--- config.mk ---
export PLATFORM = sky130hd
export DESIGN_NAME = dvi_video_timing_ctrl
export DESIGN_NICKNAME = d
export VERILOG_FILES = /design/src/rtl/dvi_video_timing_ctrl.sv
export SDC_FILE = /design/constraint.sdc
export NUM_CORES = 1
export LEC_CHECK = 0
export BUFFER_PORTS_ARGS = -buffer_cell sky130_fd_sc_hd__buf_4
export CORE_UTILIZATION = 50
export CTS_BUF_LIST = sky130_fd_sc_hd__clkbuf_8
export DETAILED_ROUTE_END_ITERATION = 10
export GPL_ROUTABILITY_DRIVEN = 1
export PLACE_DENSITY = 0.78
export SLEW_MARGIN = 5
export SYNTH_ARGS = -nofsm -noshare
export SYNTH_HDL_FRONTEND = slang
export SYNTH_SLANG_ARGS = --single-unit
--- constraint.sdc ---
create_clock -name pclk -period 2.5 [get_ports pclk]
set_clock_uncertainty 0.2 [all_clocks]
set_input_delay 0.5 -clock pclk [delete_from_list [all_inputs] [get_ports pclk]]
set_output_delay 0.5 -clock pclk [all_outputs]
set_load 0.005 [all_outputs]
--- src/rtl/dvi_video_timing_ctrl.sv ---
// DVI frame scheduler: raster counters, pixel request/coordinate issue to an
// upstream source, and a 2-stage aligned RGB/hsync/vsync/de output pipeline.
module dvi_video_timing_ctrl #(
  parameter int unsigned H_ACT  = 1280,
  parameter int unsigned H_FP   = 110,
  parameter int unsigned H_SYNC = 40,
  parameter int unsigned H_BP   = 220,
  parameter int unsigned V_ACT  = 720,
  parameter int unsigned V_FP   = 5,
  parameter int unsigned V_SYNC = 5,
  parameter int unsigned V_BP   = 20,
  parameter bit          HS_POL = 1'b1,
  parameter bit          VS_POL = 1'b1
) (
  input  logic        pclk,
  input  logic        rstin,
  input  logic        enable,
  output logic        pix_req,
  output logic [11:0] pix_x,
  output logic [11:0] pix_y,
  input  logic [23:0] pix_data,
  output logic [23:0] video_din,
  output logic        video_hsync,
  output logic        video_vsync,
  output logic        video_de,
  output logic        frame_start,
  output logic        busy
);

  localparam int unsigned H_TOT = H_ACT + H_FP + H_SYNC + H_BP;
  localparam int unsigned V_TOT = V_ACT + V_FP + V_SYNC + V_BP;

  localparam logic [11:0] H_ACT_W  = 12'(H_ACT);
  localparam logic [11:0] H_HS_BEG = 12'(H_ACT + H_FP);
  localparam logic [11:0] H_HS_END = 12'(H_ACT + H_FP + H_SYNC);
  localparam logic [11:0] H_LAST   = 12'(H_TOT - 1);
  localparam logic [11:0] V_ACT_W  = 12'(V_ACT);
  localparam logic [11:0] V_VS_BEG = 12'(V_ACT + V_FP);
  localparam logic [11:0] V_VS_END = 12'(V_ACT + V_FP + V_SYNC);
  localparam logic [11:0] V_LAST   = 12'(V_TOT - 1);

  typedef enum logic [1:0] {
    IDLE,
    RUN,
    STOP_PEND
  } state_t;

  state_t      state, state_nxt;
  logic [11:0] h_cnt, v_cnt;
  logic        line_last, frame_last;
  logic        running, active, hs_region, vs_region;

  // stage-1 companions of pix_req, and stage-2 delayed copies
  logic        hs1, vs1, fs1;
  logic        de2, hs2, vs2, fs2;

  assign line_last  = (h_cnt == H_LAST);
  assign frame_last = line_last && (v_cnt == V_LAST);
  assign running    = (state != IDLE);
  assign active     = (h_cnt < H_ACT_W) && (v_cnt < V_ACT_W);
  assign hs_region  = (h_cnt >= H_HS_BEG) && (h_cnt < H_HS_END);
  assign vs_region  = (v_cnt >= V_VS_BEG) && (v_cnt < V_VS_END);

  always_ff @(posedge pclk) begin
    if (rstin) state <= IDLE;
    else       state <= state_nxt;
  end

  // Leaving STOP_PEND only at the final frame cycle keeps every frame whole.
  always_comb begin
    state_nxt = state;
    unique case (state)
      IDLE:      if (enable) state_nxt = RUN;
      RUN:       if (!enable) state_nxt = STOP_PEND;
      STOP_PEND: begin
        if (enable)          state_nxt = RUN;
        else if (frame_last) state_nxt = IDLE;
      end
      default:   state_nxt = IDLE;
    endcase
  end

  always_ff @(posedge pclk) begin
    if (rstin || !running) begin
      h_cnt <= '0;
      v_cnt <= '0;
    end else if (line_last) begin
      h_cnt <= '0;
      v_cnt <= frame_last ? '0 : v_cnt + 12'd1;
    end else begin
      h_cnt <= h_cnt + 12'd1;
    end
  end

  always_ff @(posedge pclk) begin
    if (rstin) begin
      pix_req <= 1'b0;
      pix_x   <= '0;
      pix_y   <= '0;
      hs1     <= 1'b0;
      vs1     <= 1'b0;
      fs1     <= 1'b0;
    end else begin
      pix_req <= active && running;
      if (active && running) begin
        pix_x <= h_cnt;
        pix_y <= v_cnt;
      end
      hs1 <= hs_region && running;
      vs1 <= vs_region && running;
      fs1 <= active && running && (h_cnt == '0) && (v_cnt == '0);
    end
  end

  always_ff @(posedge pclk) begin
    if (rstin) begin
      de2 <= 1'b0;
      hs2 <= 1'b0;
      vs2 <= 1'b0;
      fs2 <= 1'b0;
    end else begin
      de2 <= pix_req;
      hs2 <= hs1;
      vs2 <= vs1;
      fs2 <= fs1;
    end
  end

  // pix_data is valid during stage 2, so it is captured here alongside de2.
  always_ff @(posedge pclk) begin
    if (rstin) begin
      video_de    <= 1'b0;
      video_din   <= '0;
      video_hsync <= ~HS_POL;
      video_vsync <= ~VS_POL;
      frame_start <= 1'b0;
      busy        <= 1'b0;
    end else begin
      video_de    <= de2;
      video_din   <= de2 ? pix_data : '0;
      video_hsync <= hs2 ? HS_POL : ~HS_POL;
      video_vsync <= vs2 ? VS_POL : ~VS_POL;
      frame_start <= fs2;
      busy        <= (state_nxt != IDLE);
    end
  end

endmodule

==> results of run 1 <==
## through the flow
stage	instances	util [%]	instance area [um2]
after floorplan	362	-	3380
after global placement	505	62.3	4000
after detailed placement	505	62.3	4000
after CTS	521	65.1	4180
after global routing	521	65.1	4180
final	521	65.1	4180
## sequential cells by signal (all words and copies together) (netlist names), 2 cells and up
signal and cells:
state 2, pix_y 12, v_cnt 12, h_cnt 12, video_din 24, pix_x 12
## cells in the mapped netlist, drive strengths merged, types with 7 or more instances
cell    instances
nor2b           9
nor2           27
buf             7
and2           24
nor3            7
inv             7
clkbuf         19
nand4           7
nand2          13
xnor2           8
or4            10
nand3          29
dfxtp          87
a21oi          30
o21ai          25
ha              7
## layer usage
layer	vias to the layer above	share of wire [%]	wire [um]	GRT usage, %
met5	-	0	0	0
met2	111	46	3430	36.1
met4	0	1.2	93	8.46
met1	1315	45	3340	28.9
met3	10	8.2	614	6.10
li1	1395	-	-	-
## cells by family (layout without fill, tap and decap cells)
kind of cell	Yosys count	after routing
mux	1	1
simple gates	150	150
fa+ha+maj	7	7
compound gates	68	68
flops	87	87
buf+inv	36	118
xor+xnor	13	13
## area by class of cell
cell class,instances,share of cell area [%]
inverters,7,0.628
well taps,77,2.30
clock inverters,7,1.38
multi-input cells,239,34.0
flip-flops and latches,87,41.7
repair buffers,95,17.0
clock buffers,9,2.96
## worst max-delay path: cells and delay by family, from the launching register on
| family | cells | cell delay (ps) |
|---|---|---|
| simple gates | 3 | 1600 |
| compound gates | 1 | 180 |
| flops | 1 | 310 |
## path summary, 6_finish.rpt
check	start	endpoint	slack (ps)	depth (start not counted)
hold reg to reg	hs2$_SDFF_PP0_	video_hsync$_SDFF_PP0_	240	1
setup / recovery	h_cnt[2]$_SDFF_PP0_	v_cnt[11]$_SDFFE_PP0N_	130	4
setup reg to reg	h_cnt[2]$_SDFF_PP0_	v_cnt[11]$_SDFFE_PP0N_	130	4
hold / removal	enable	state[1]$_SDFF_PP0_	120	2
## repair_timing
action	4_1_cts	5_1_grt
hold buffers	0	0
endpoints found under the setup margin	0	1
resized for setup	0	2
## power by group through the flow
| stage | Combinational (uW) | Sequential [uW] | Clock [uW] |
|---|---|---|---|
| floorplan | 49.6 | 1440 | 0 |
| global placement | 112 | 1440 | 0 |
| detailed placement | 113 | 1440 | 0 |
| CTS | 114 | 1410 | 915 |
| global route | 125 | 1410 | 974 |
| finish | 114 | 1410 | 888 |
==> metrics.md, run 1 <==
| Metric | Value |
|---|---|
| Run status | `finished, violations left` |
| Failing checks | `DRC` |
| Pin count of the biggest net entering global routing | `26` |
| Startpoint types | `flop` |
| Measured slew at the worst slew-check pin | `1110 ps` |
| CTS tree | `built` |
| Detail-routed via count per cell | `5.43` |
| Synth-to-Final Area Change | `23.9%` |
| Routability-driven placement congestion ratio | `0.884` |
| Max clock buf depth | `2` |
| Combinational family with the most area after synthesis | `simple AND/OR/NAND/NOR gates` |
| Data required time at the worst endpoint | `2580 ps` |
| Post-route DRC violation count | `31` |
| DR iter-0 viols | `225` |
| Area taken by multi-input logic gates | `1420 um2` |
| Most frequent standard cell in the layout excluding fill and tap cells | `sky130_fd_sc_hd__buf_4` |
| Total Die Area | `7080 um2` |
| Fill cell total of the finished layout | `519` |
| Post-synthesis cell type count | `38` |
| Starting density of the core | `52.6%` |
| Start-to-end type of the worst setup path | `reg2reg` |
| Number of buffers added on ports | `80` |
| Relative slew slack | `25.9%` |
| Core area | `6420 um2` |
| Portion of synthesized cell area occupied by the leading cell type | `51.6%` |
| Share of total power consumed by net switching | `24.1%` |
| Count of flip-flops with a built-in enable after synthesis | `0` |
| Clock insertion delay at the later pin of the skew report | `360 ps` |
| Overall Power | `2410 uW` |
| Clock-pin transition on the worst setup and hold timing paths | `90 ps` |
| Final Critical Period | `2370 ps` |
| Worst-path cell chain | `or4_4 -> or4_4 -> or4_1 -> a21oi_1` |
| DRT Pass-1 Iters | `8` |
| Fraction of final layout cells sized beyond drive strength 1 | `27.3%` |
| Leftover overflow at the end of global routing | `0` |
| Final hold slack | `117 ps` |
| Endpoint arrival time on the critical path | `2450 ps` |
| Vias after detailed routing | `2831` |
| Setup WS pre-CTS | `144 ps` |
| Share of synthesized flip-flops with an asynchronous set or reset | `0%` |
| Number of warnings printed during yosys synthesis | `0` |
| First-pass GRT wire length | `12700 um` |
| Aggregate routed wire length | `7480 um` |
| Number of core rows | `29` |
| Leading register cell type out of synthesis | `sky130_fd_sc_hd__dfxtp_1` |
| Cell area power density | `576 nW/um2` |
| Nets@finish | `473` |
| Wire length per cell after detailed routing | `14.3 um` |
| Final Hold Viols | `0` |
| Internal Dissipation | `1830 uW` |
| CTS sink count | `87` |
| P_sw | `580 uW` |
| Number of cells produced by synthesis | `362` |
| Commonest cells after routing, fill and taps aside | `sky130_fd_sc_hd__buf_4, sky130_fd_sc_hd__dfxtp_1, sky130_fd_sc_hd__nand3_1, sky130_fd_sc_hd__a21oi_1, sky130_fd_sc_hd__nor2_1` |
| Total global-route track usage | `22.4%` |
| Cells taking the most area after synthesis | `sky130_fd_sc_hd__dfxtp_1, sky130_fd_sc_hd__and2_1, sky130_fd_sc_hd__a21oi_1` |
| Share of synthesized area spent on multiplexers | `0.297%` |
| Nets in the synthesized netlist | `396` |
| Complex-gate fraction of the synthesized area | `11.1%` |
| Largest incremental delay on the critical path | `550 ps` |
| Max cap viols | `0` |
| Part of the total power dissipated in the clock network | `36.8%` |
| Number of routed nets with antenna violations | `0` |
| Post-synthesis share of cell area spent on xor and xnor gates | `3.37%` |
| Postcts setup bufs | `0` |
| Via count of the first global-routing pass | `2677` |
| Post-synth design cell area | `3380 um2` |
| Biggest fanout along the worst timing path | `14` |
| Period utilization | `94.7%` |
| Register area share after synthesis | `51.6%` |
| Post-synthesis simple-gate area fraction | `24.8%` |
| Vert. Die Dim | `84.2 um` |
| Setup repair after global routing missed its margin | `false` |
| FF+latch count, synth | `87` |
| Path class of the lowest-slack min-delay path | `in2reg` |
| Number of CTS-inserted buffers | `9` |
| Worst-path cell with the longest stage delay | `sky130_fd_sc_hd__or4_4` |
| Peak supply drop | `0.000247 V` |
| Maximum achievable frequency | `422 MHz` |
| Count of endpoints failing setup in the final report | `0` |
| Buffer type at the clock tree root | `sky130_fd_sc_hd__clkbuf_8` |
| Number of inserted diodes | `0` |
| Critical path's most frequent cell | `sky130_fd_sc_hd__or4_4` |
| Setup Total Neg Slack | `0 ps` |
| Number of placed I/O pins | `81` |
| Max-slew violation count | `0` |
| Worst Setup Slack, final | `132 ps` |
| Synth Area in Adders | `2.59%` |
| H-tree depth | `3` |
| Post-synthesis area per instance | `9.33 um2` |
| Overall die width | `84.2 um` |
| Crit path capture type | `flop` |
| Register Area | `1740 um2` |
| Initial antenna violation count | `0` |
| Half-perimeter wire length after placement | `5330 um` |
| Static Leak | `0.00169 uW` |
| Part of the power in combinational logic | `4.7%` |
| Cell taking the most area after synthesis | `sky130_fd_sc_hd__dfxtp_1` |
| Part of the total power dissipated in sequential elements | `58.4%` |
Power figures use the tool's default switching activity.
==> run 2, diff against run 1 <==
Settings changed: ABC_AREA set to 1, CORE_UTILIZATION 50 to 51, PLACE_DENSITY 0.78 to 0.79.
==> run 2 against run 1 <==
First-iteration DRC count decreased by 41%; critical path depth increased by 3; count of clock-buffer cells in the layout unchanged; largest power group unchanged; non-clock buffer count decreased by 13; critical endpoint is now h_cnt[6]$_SDFF_PP0_; global-route usage increased by 0.50 points; die area increased by 7.9%; the flow now finishes without violations.
==> metrics.md, run 2 <==
| Metric | Value |
|---|---|
| Utilization after layout | `66.7% (+1.6 points)` |
| Data required time at the worst endpoint | `2540 ps (-40 ps)` |
| Number of buffers added on ports | `80 (unchanged)` |
| FF+latch count, synth | `87 (unchanged)` |
| CTS tree | `built` |
| Most frequent standard cell in the layout excluding fill and tap cells | `sky130_fd_sc_hd__nor2_1` |
| Number of core rows | `30 (+3.4%)` |
| Max cap viols | `0 (unchanged)` |
| Setup Total Neg Slack | `0 ps (unchanged)` |
| Post-route DRC violation count | `0 (-100%)` |
| Setup WS pre-CTS | `544 ps (+400 ps)` |
| CTS sink count | `87 (unchanged)` |
| Worst Reg-to-Reg Cells | `7 (+3)` |
| Synth-to-Final Area Change | `23.8%` |
| Measured slew at the worst slew-check pin | `473 ps (-637 ps)` |
| H-tree depth | `3 (unchanged)` |
| Period utilization | `77.3% (-17 points)` |
| Biggest fanout along the worst timing path | `12 (-2)` |
| Buffer type at the clock tree root | `sky130_fd_sc_hd__clkbuf_8` |
| Half-perimeter wire length after placement | `5950 um (+12%)` |
| Crit path from | `h_cnt[1]$_SDFF_PP0_` |
| Run status | `finished, final reports clean` |
| Cell area power density | `625 nW/um2 (+8.6%)` |
| Number of routed nets with antenna violations | `0 (unchanged)` |
| Total Die Area | `7650 um2 (+7.9%)` |
| Nets@finish | `601 (+27%)` |
| DRT Pass-1 Iters | `5 (-3)` |
| Most repeated cell in the gate-level netlist after synthesis | `sky130_fd_sc_hd__nor2_1` |
| Start-to-end type of the worst setup path | `reg2reg` |
| Capture point of the worst reg-to-reg path | `h_cnt[6]$_SDFF_PP0_` |
| Startpoint types | `flop` |
| Commonest cells post-synth | `sky130_fd_sc_hd__nor2_1, sky130_fd_sc_hd__dfxtp_1, sky130_fd_sc_hd__nand2_1` |
| Post-synthesis cell type count | `32 (-16%)` |
| Vias after detailed routing | `3215 (+14%)` |
| Postcts setup bufs | `0 (unchanged)` |
| Placed Cells incl. Taps | `652 (+29%)` |
| Internal reg-to-reg setup slack | `570 ps (+440 ps)` |
| Number of inserted diodes | `0 (unchanged)` |
| Count of flip-flops with a built-in enable after synthesis | `0 (unchanged)` |
| Count of endpoints failing setup in the final report | `0 (unchanged)` |
| Peak supply drop | `0.000349 V (+41%)` |
| Via count of the first global-routing pass | `2932 (+9.5%)` |
| Worst Setup Slack, final | `568 ps (+436 ps)` |
| DR iter-0 viols | `132 (-41%)` |
| Starting density of the core | `53.9% (+1.4 points)` |
| Startpoint of the worst register-to-register path | `h_cnt[1]$_SDFF_PP0_` |
| Max-slew violation count | `0 (unchanged)` |
| Setup repair after global routing missed its margin | `false` |
| Maximum achievable frequency | `518 MHz (+23%)` |
| Fraction of final layout cells sized beyond drive strength 1 | `27.6% (+0.37 points)` |
| Number of CTS-inserted buffers | `9 (unchanged)` |
| Worst-path cell with the longest stage delay | `sky130_fd_sc_hd__nand2_1` |
| Share of synthesized flip-flops with an asynchronous set or reset | `0% (unchanged)` |
| Detail-routed via count per cell | `4.81 (-11%)` |
| Crit path capture type | `flop` |
| Largest incremental delay on the critical path | `400 ps (-150 ps)` |
| Post-cts repair resize count | `0 (unchanged)` |
| Number of hold-repair buffers added at the cts stage | `0 (unchanged)` |
| Number of warnings printed during yosys synthesis | `0 (unchanged)` |
| Worst-path cell chain | `inv_1 -> ha_1 -> inv_1 -> nor2_2 -> nand3_2 -> nand2_1 -> nor2_1` |
| Path class of the lowest-slack min-delay path | `in2reg` |
| Routability-driven placement congestion ratio | `0.923 (+4.4%)` |
| Endpoint arrival time on the critical path | `1980 ps (-470 ps)` |
| First-pass GRT wire length | `13500 um (+6.8%)` |
| Vert. Die Dim | `87.4 um (+3.9%)` |
| Top register by number of flip-flops | `video_din` |
| Cell taking the most area after synthesis | `sky130_fd_sc_hd__dfxtp_1` |
| Critical path's most frequent cell | `sky130_fd_sc_hd__inv_1` |
| Relative slew slack | `68.3% (+42 points)` |
| Leading register cell type out of synthesis | `sky130_fd_sc_hd__dfxtp_1` |
| Final Hold Viols | `0 (unchanged)` |
| Overall die width | `87.4 um (+3.9%)` |
| Wire length per cell after detailed routing | `12.3 um (-15%)` |
| Flip-flop count of the largest register, all copies and words added | `24 (unchanged)` |
| Register area share after synthesis | `46.8% (-4.8 points)` |
| Core area | `6910 um2 (+7.5%)` |
| Cells taking the most area after synthesis | `sky130_fd_sc_hd__dfxtp_1, sky130_fd_sc_hd__nor2_1, sky130_fd_sc_hd__nand2_1` |
| Portion of synthesized cell area occupied by the leading cell type | `46.8% (-4.8 points)` |
| Static Leak | `0.00215 uW (+27%)` |
| Post-synthesis area per instance | `7.66 um2 (-18%)` |
| Pin count of the biggest net entering global routing | `26 (unchanged)` |
| Max clock buf depth | `2 (unchanged)` |
| Worst setup path endpoint | `h_cnt[6]$_SDFF_PP0_` |
| Final hold slack | `145 ps (+28.0 ps)` |
| Number of cells produced by synthesis | `486 (+34%)` |
| Total global-route track usage | `22.9% (+0.50 points)` |
| Post-synth design cell area | `3720 um2 (+10%)` |
| Leftover overflow at the end of global routing | `0 (unchanged)` |
| Nets in the synthesized netlist | `520 (+31%)` |
| Number of placed I/O pins | `81 (unchanged)` |
| Initial antenna violation count | `0 (unchanged)` |
| Clock insertion delay at the later pin of the skew report | `360 ps (about the same)` |
| Final Critical Period | `1930 ps (-436 ps)` |
| Non-filler cells in the finished layout | `668 (+28%)` |
| Aggregate routed wire length | `8190 um (+9.5%)` |
| Commonest cells after routing, fill and taps aside | `sky130_fd_sc_hd__nor2_1, sky130_fd_sc_hd__dfxtp_1, sky130_fd_sc_hd__nand2_1` |
| Clock-pin transition on the worst setup and hold timing paths | `90 ps (about the same)` |
-- run 2: cell types whose count changed in the layout (fill, tap and decap cells not counted), moves of 17 or more --
cell	delta
sky130_fd_sc_hd__nor2_2	+26
sky130_fd_sc_hd__and2_1	-24
sky130_fd_sc_hd__a21oi_1	-17
sky130_fd_sc_hd__nand2_1	+73
sky130_fd_sc_hd__o21ai_0	-18
sky130_fd_sc_hd__nor2_1	+61
sky130_fd_sc_hd__inv_1	+52
-- run 2: worst min-delay path by stage --
stage,slack (ps),depth (start not counted),startpoint,endpoint
floorplan,190,2,fs2$_SDFF_PP0_,frame_start$_SDFF_PP0_
global route,130,3,pix_data[14],video_din[14]$_SDFF_PP0_
global placement,190,2,vs1$_SDFF_PP0_,vs2$_SDFF_PP0_
finish,150,3,pix_data[22],video_din[22]$_SDFF_PP0_
detailed placement,200,2,vs2$_SDFF_PP0_,video_vsync$_SDFF_PP0_
CTS,140,3,pix_data[20],video_din[20]$_SDFF_PP0_
-- run 2: cells by family (layout without fill, tap and decap cells) --
kind of cell | Yosys count | in the layout | share of synthesized area (%)
AOI/OAI and AO/OA | 26 | 26 | 3.70
xor gates and xnor gates | 2 | 2 | 0.471
adders and majority gates | 7 | 7 | 2.35
buffers and inverters | 84 | 170 | 10.1
DFF | 87 | 87 | 46.8
and+or+nand+nor | 280 | 280 | 36.6
-- run 2: power breakdown --
group / switching [uW] / internal [uW] / total, uW
combinational: 114 / 112 / 226
clock: 535 / 674 / 1210
sequential: 26.0 / 1420 / 1450
total: 675 / 2210 / 2880
-- run 2: stage by stage --
stage	power, uW	instance area [um2]
final	2880	4610
after floorplan	1620	3720
after CTS	2900	4610
after detailed placement	1710	4360
after global routing	3000	4610
after global placement	1700	4360
-- run 2: area by class of cell --
cell class | count | area, um2
multi-input combinational | 315 | 1610
fill | 594 | 2300
clock buffer | 9 | 124
tap | 96 | 120
sequential | 87 | 1740
clock inverter | 7 | 124
timing repair buffer | 82 | 616
inverter | 72 | 278
-- run 2: routing by layer --
metal | GRT usage [%] | up-vias | routed length (um)
met5 | 0 | - | 0
met4 | 6.41 | 0 | 107
met3 | 5.97 | 12 | 533
met2 | 37.6 | 108 | 3770
met1 | 29.8 | 1439 | 3780
li1 | - | 1656 | -
-- run 2: worst max-delay path, delay by kind of cell, from the launching register on --
family,cells,cell delay (ps)
and+or+nand+nor,4,890
DFF,1,370
buffers and inverters,2,180
adders and majority gates,1,180
==> run 3, diff against run 2 <==
Settings changed: CORE_UTILIZATION 51 to 56, PLACE_DENSITY 0.79 to 0.82.
Clock period 2.5 ns to 2 ns, I/O delays scaled along.
==> run 3 against run 2 <==
Cell count fell by 2.2%; largest power group unchanged; total power rose by 14%; die area fell by 8.7%; combinational power rose by 27%; critical path depth rose by 2; count of clock-buffer cells in the layout did not move; setup slack got worse by 430 ps.
==> metrics.md, run 3 (same netlist as run 2, synthesis figures left out) <==
| Metric | Value |
|---|---|
| Run status | `finished, final reports clean` |
| Cell count of the worst hold path | `3 (unchanged)` |
| H-tree depth | `3 (unchanged)` |
| Setup repair after global routing missed its margin | `false` |
| Wire length per cell after detailed routing | `12.2 um (-0.18%)` |
| Cell area power density | `721 nW/um2 (+15%)` |
| Max-slew violation count | `0 (unchanged)` |
| Initial antenna violation count | `0 (unchanged)` |
| Nets@finish | `605 (+0.67%)` |
| Starting density of the core | `58.3% (+4.4 points)` |
| Most frequent standard cell in the layout excluding fill and tap cells | `sky130_fd_sc_hd__nor2_1` |
| Period utilization | `93.4% (+16 points)` |
| Total Die Area | `6980 um2 (-8.7%)` |
| Endpoint arrival time on the critical path | `1920 ps (-60 ps)` |
| Worst hold endpoint | `video_din[23]$_SDFF_PP0_` |
| Vias after detailed routing | `3225 (+0.31%)` |
| Number of CTS-inserted buffers | `9 (unchanged)` |
| Hold Startpoint | `pix_data[23]` |
| Crit path capture type | `flop` |
| Overall Power | `3290 uW (+14%)` |
| Leftover overflow at the end of global routing | `0 (unchanged)` |
| Final Hold Viols | `0 (unchanged)` |
| Setup Total Neg Slack | `0 ps (unchanged)` |
| Post-route DRC violation count | `0 (unchanged)` |
| Clock-pin transition on the worst setup and hold timing paths | `100 ps (about the same)` |
| Clock insertion delay at the later pin of the skew report | `360 ps (about the same)` |
| Aggregate routed wire length | `7990 um (-2.4%)` |
| Path class of the lowest-slack min-delay path | `in2reg` |
| Buffer type at the clock tree root | `sky130_fd_sc_hd__clkbuf_8` |
| Synth-to-Final Area Change | `22.7%` |
| Biggest fanout along the worst timing path | `12 (unchanged)` |
| Vert. Die Dim | `83.5 um (-4.5%)` |
| Max cap viols | `0 (unchanged)` |
| Number of buffers added on ports | `80 (unchanged)` |
| Half-perimeter wire length after placement | `6090 um (+2.3%)` |
| Count of endpoints failing setup in the final report | `0 (unchanged)` |
| Overall die width | `83.5 um (-4.5%)` |
| Internal reg-to-reg setup slack | `130 ps (-430 ps)` |
| Routability-driven placement congestion ratio | `0.949 (+2.8%)` |
| Start-to-end type of the worst setup path | `reg2reg` |
| Max clock buf depth | `2 (unchanged)` |
| DRT Pass-1 Iters | `5 (unchanged)` |
| CTS sink count | `87 (unchanged)` |
| Number of core rows | `29 (-3.3%)` |
| Cell area after layout | `4570 um2 (-0.84%)` |
| DR iter-0 viols | `147 (+11%)` |
| Total global-route track usage | `24.4% (+1.5 points)` |
| Number of placed I/O pins | `81 (unchanged)` |
| Number of inserted diodes | `0 (unchanged)` |
| Commonest cells after routing, fill and taps aside | `sky130_fd_sc_hd__nor2_1, sky130_fd_sc_hd__dfxtp_1, sky130_fd_sc_hd__nand2_1, sky130_fd_sc_hd__buf_4, sky130_fd_sc_hd__inv_1` |
| Measured slew at the worst slew-check pin | `434 ps (-38.5 ps)` |
| Detail-routed via count per cell | `4.94 (+2.6%)` |
| Maximum achievable frequency | `536 MHz (+3.5%)` |
| Peak supply drop | `0.000620 V (+78%)` |
| Final Critical Period | `1870 ps (-65.0 ps)` |
| Data required time at the worst endpoint | `2060 ps (-480 ps)` |
| Postcts setup bufs | `0 (unchanged)` |
| Startpoint types | `flop` |
| Relative slew slack | `71.0% (+2.8 points)` |
| Startpoint of the worst register-to-register path | `h_cnt[1]$_SDFF_PP0_` |
| Fraction of final layout cells sized beyond drive strength 1 | `28.1% (+0.50 points)` |
| Core area | `6390 um2 (-7.5%)` |
| Placed cell areas | `4370 um2 (+0.14%)` |
| Top register by number of flip-flops | `video_din` |
| Worst Reg-to-Reg Cells | `9 (+2)` |
| Flip-flop count of the largest register, all copies and words added | `24 (unchanged)` |
| Capture point of the worst reg-to-reg path | `v_cnt[9]$_SDFFE_PP0N_` |
| Pin count of the biggest net entering global routing | `26 (unchanged)` |
| CTS tree | `built` |
| First-pass GRT wire length | `13700 um (+1.7%)` |
| Static Leak | `0.00215 uW (about the same)` |
| Number of routed nets with antenna violations | `0 (unchanged)` |
| Via count of the first global-routing pass | `2970 (+1.3%)` |
==> run 3: cell types whose count changed in the layout (fill, tap and decap cells not counted), moves of 2 or more <==
cell and delta:
sky130_fd_sc_hd__buf_4 +4, sky130_fd_sc_hd__bufinv_16 -3, sky130_fd_sc_hd__clkinv_4 +2, sky130_fd_sc_hd__inv_8 +2
==> run 3: how the worst max path moves through the flow <==
stage                     cells past startpoint               endpoint           startpoint  slack (ps)
final                                         9  v_cnt[9]$_SDFFE_PP0N_  h_cnt[1]$_SDFF_PP0_         130
after floorplan                               9        busy$_SDFF_PP0_  h_cnt[1]$_SDFF_PP0_         440
after detailed placement                      9  v_cnt[7]$_SDFFE_PP0N_  h_cnt[1]$_SDFF_PP0_         170
after CTS                                     9  v_cnt[7]$_SDFFE_PP0N_  h_cnt[1]$_SDFF_PP0_         140
after global placement                        9  v_cnt[9]$_SDFFE_PP0N_  h_cnt[1]$_SDFF_PP0_         270
after global routing                          9  v_cnt[7]$_SDFFE_PP0N_  h_cnt[1]$_SDFF_PP0_           4
==> run 3: power by group <==
part / total, uW / switching, uW / internal (uW)
Sequential: 1810 / 31.1 / 1780
Clock: 1200 / 708 / 492
Combinational: 287 / 145 / 143
Total: 3290 / 884 / 2410
==> run 3: area by class of cell <==
cell class | instances | area, um2
multi-input combinational | 315 | 1610
fill | 519 | 1820
sequential | 87 | 1740
tap | 77 | 96.3
clock inverter | 7 | 73.8
inverter | 72 | 278
timing repair buffer | 86 | 646
clock buffer | 9 | 124
==> run 3: metal layers <==
layer,up-vias,wire length [um],global-route usage (%)
met2,119,3680,38.5
met5,-,0,0
li1,1668,-,-
met1,1428,3540,33.0
met3,10,683,5.64
met4,0,90,8.32
==> run 3: timing repair <==
item	CTS	global route
resized for setup	0	1
hold buffers	0	0
endpoints found under the setup margin	0	1
==> run 3: critical path: stages, from the launching register on <==
cell and delay [ps]:
sky130_fd_sc_hd__dfxtp_1 370, sky130_fd_sc_hd__inv_1 120, sky130_fd_sc_hd__ha_1 170, sky130_fd_sc_hd__inv_1 50, sky130_fd_sc_hd__nor2_2 140, sky130_fd_sc_hd__nand3_2 250, sky130_fd_sc_hd__nor2_1 260, sky130_fd_sc_hd__nor2_4 90
sky130_fd_sc_hd__nand2_1 80, sky130_fd_sc_hd__nor2_1 40
==> run 3: per-stage QoR <==
step	hold WS, ps	instances	setup WS [ps]	utilization, %
final	42.8	653	133	71.6
after global routing	32.5	653	4.17	71.6
after CTS	24.4	653	141	71.5
after detailed placement	192	637	170	68.4
after global placement	189	637	266	68.4
after floorplan	188	486	437	-
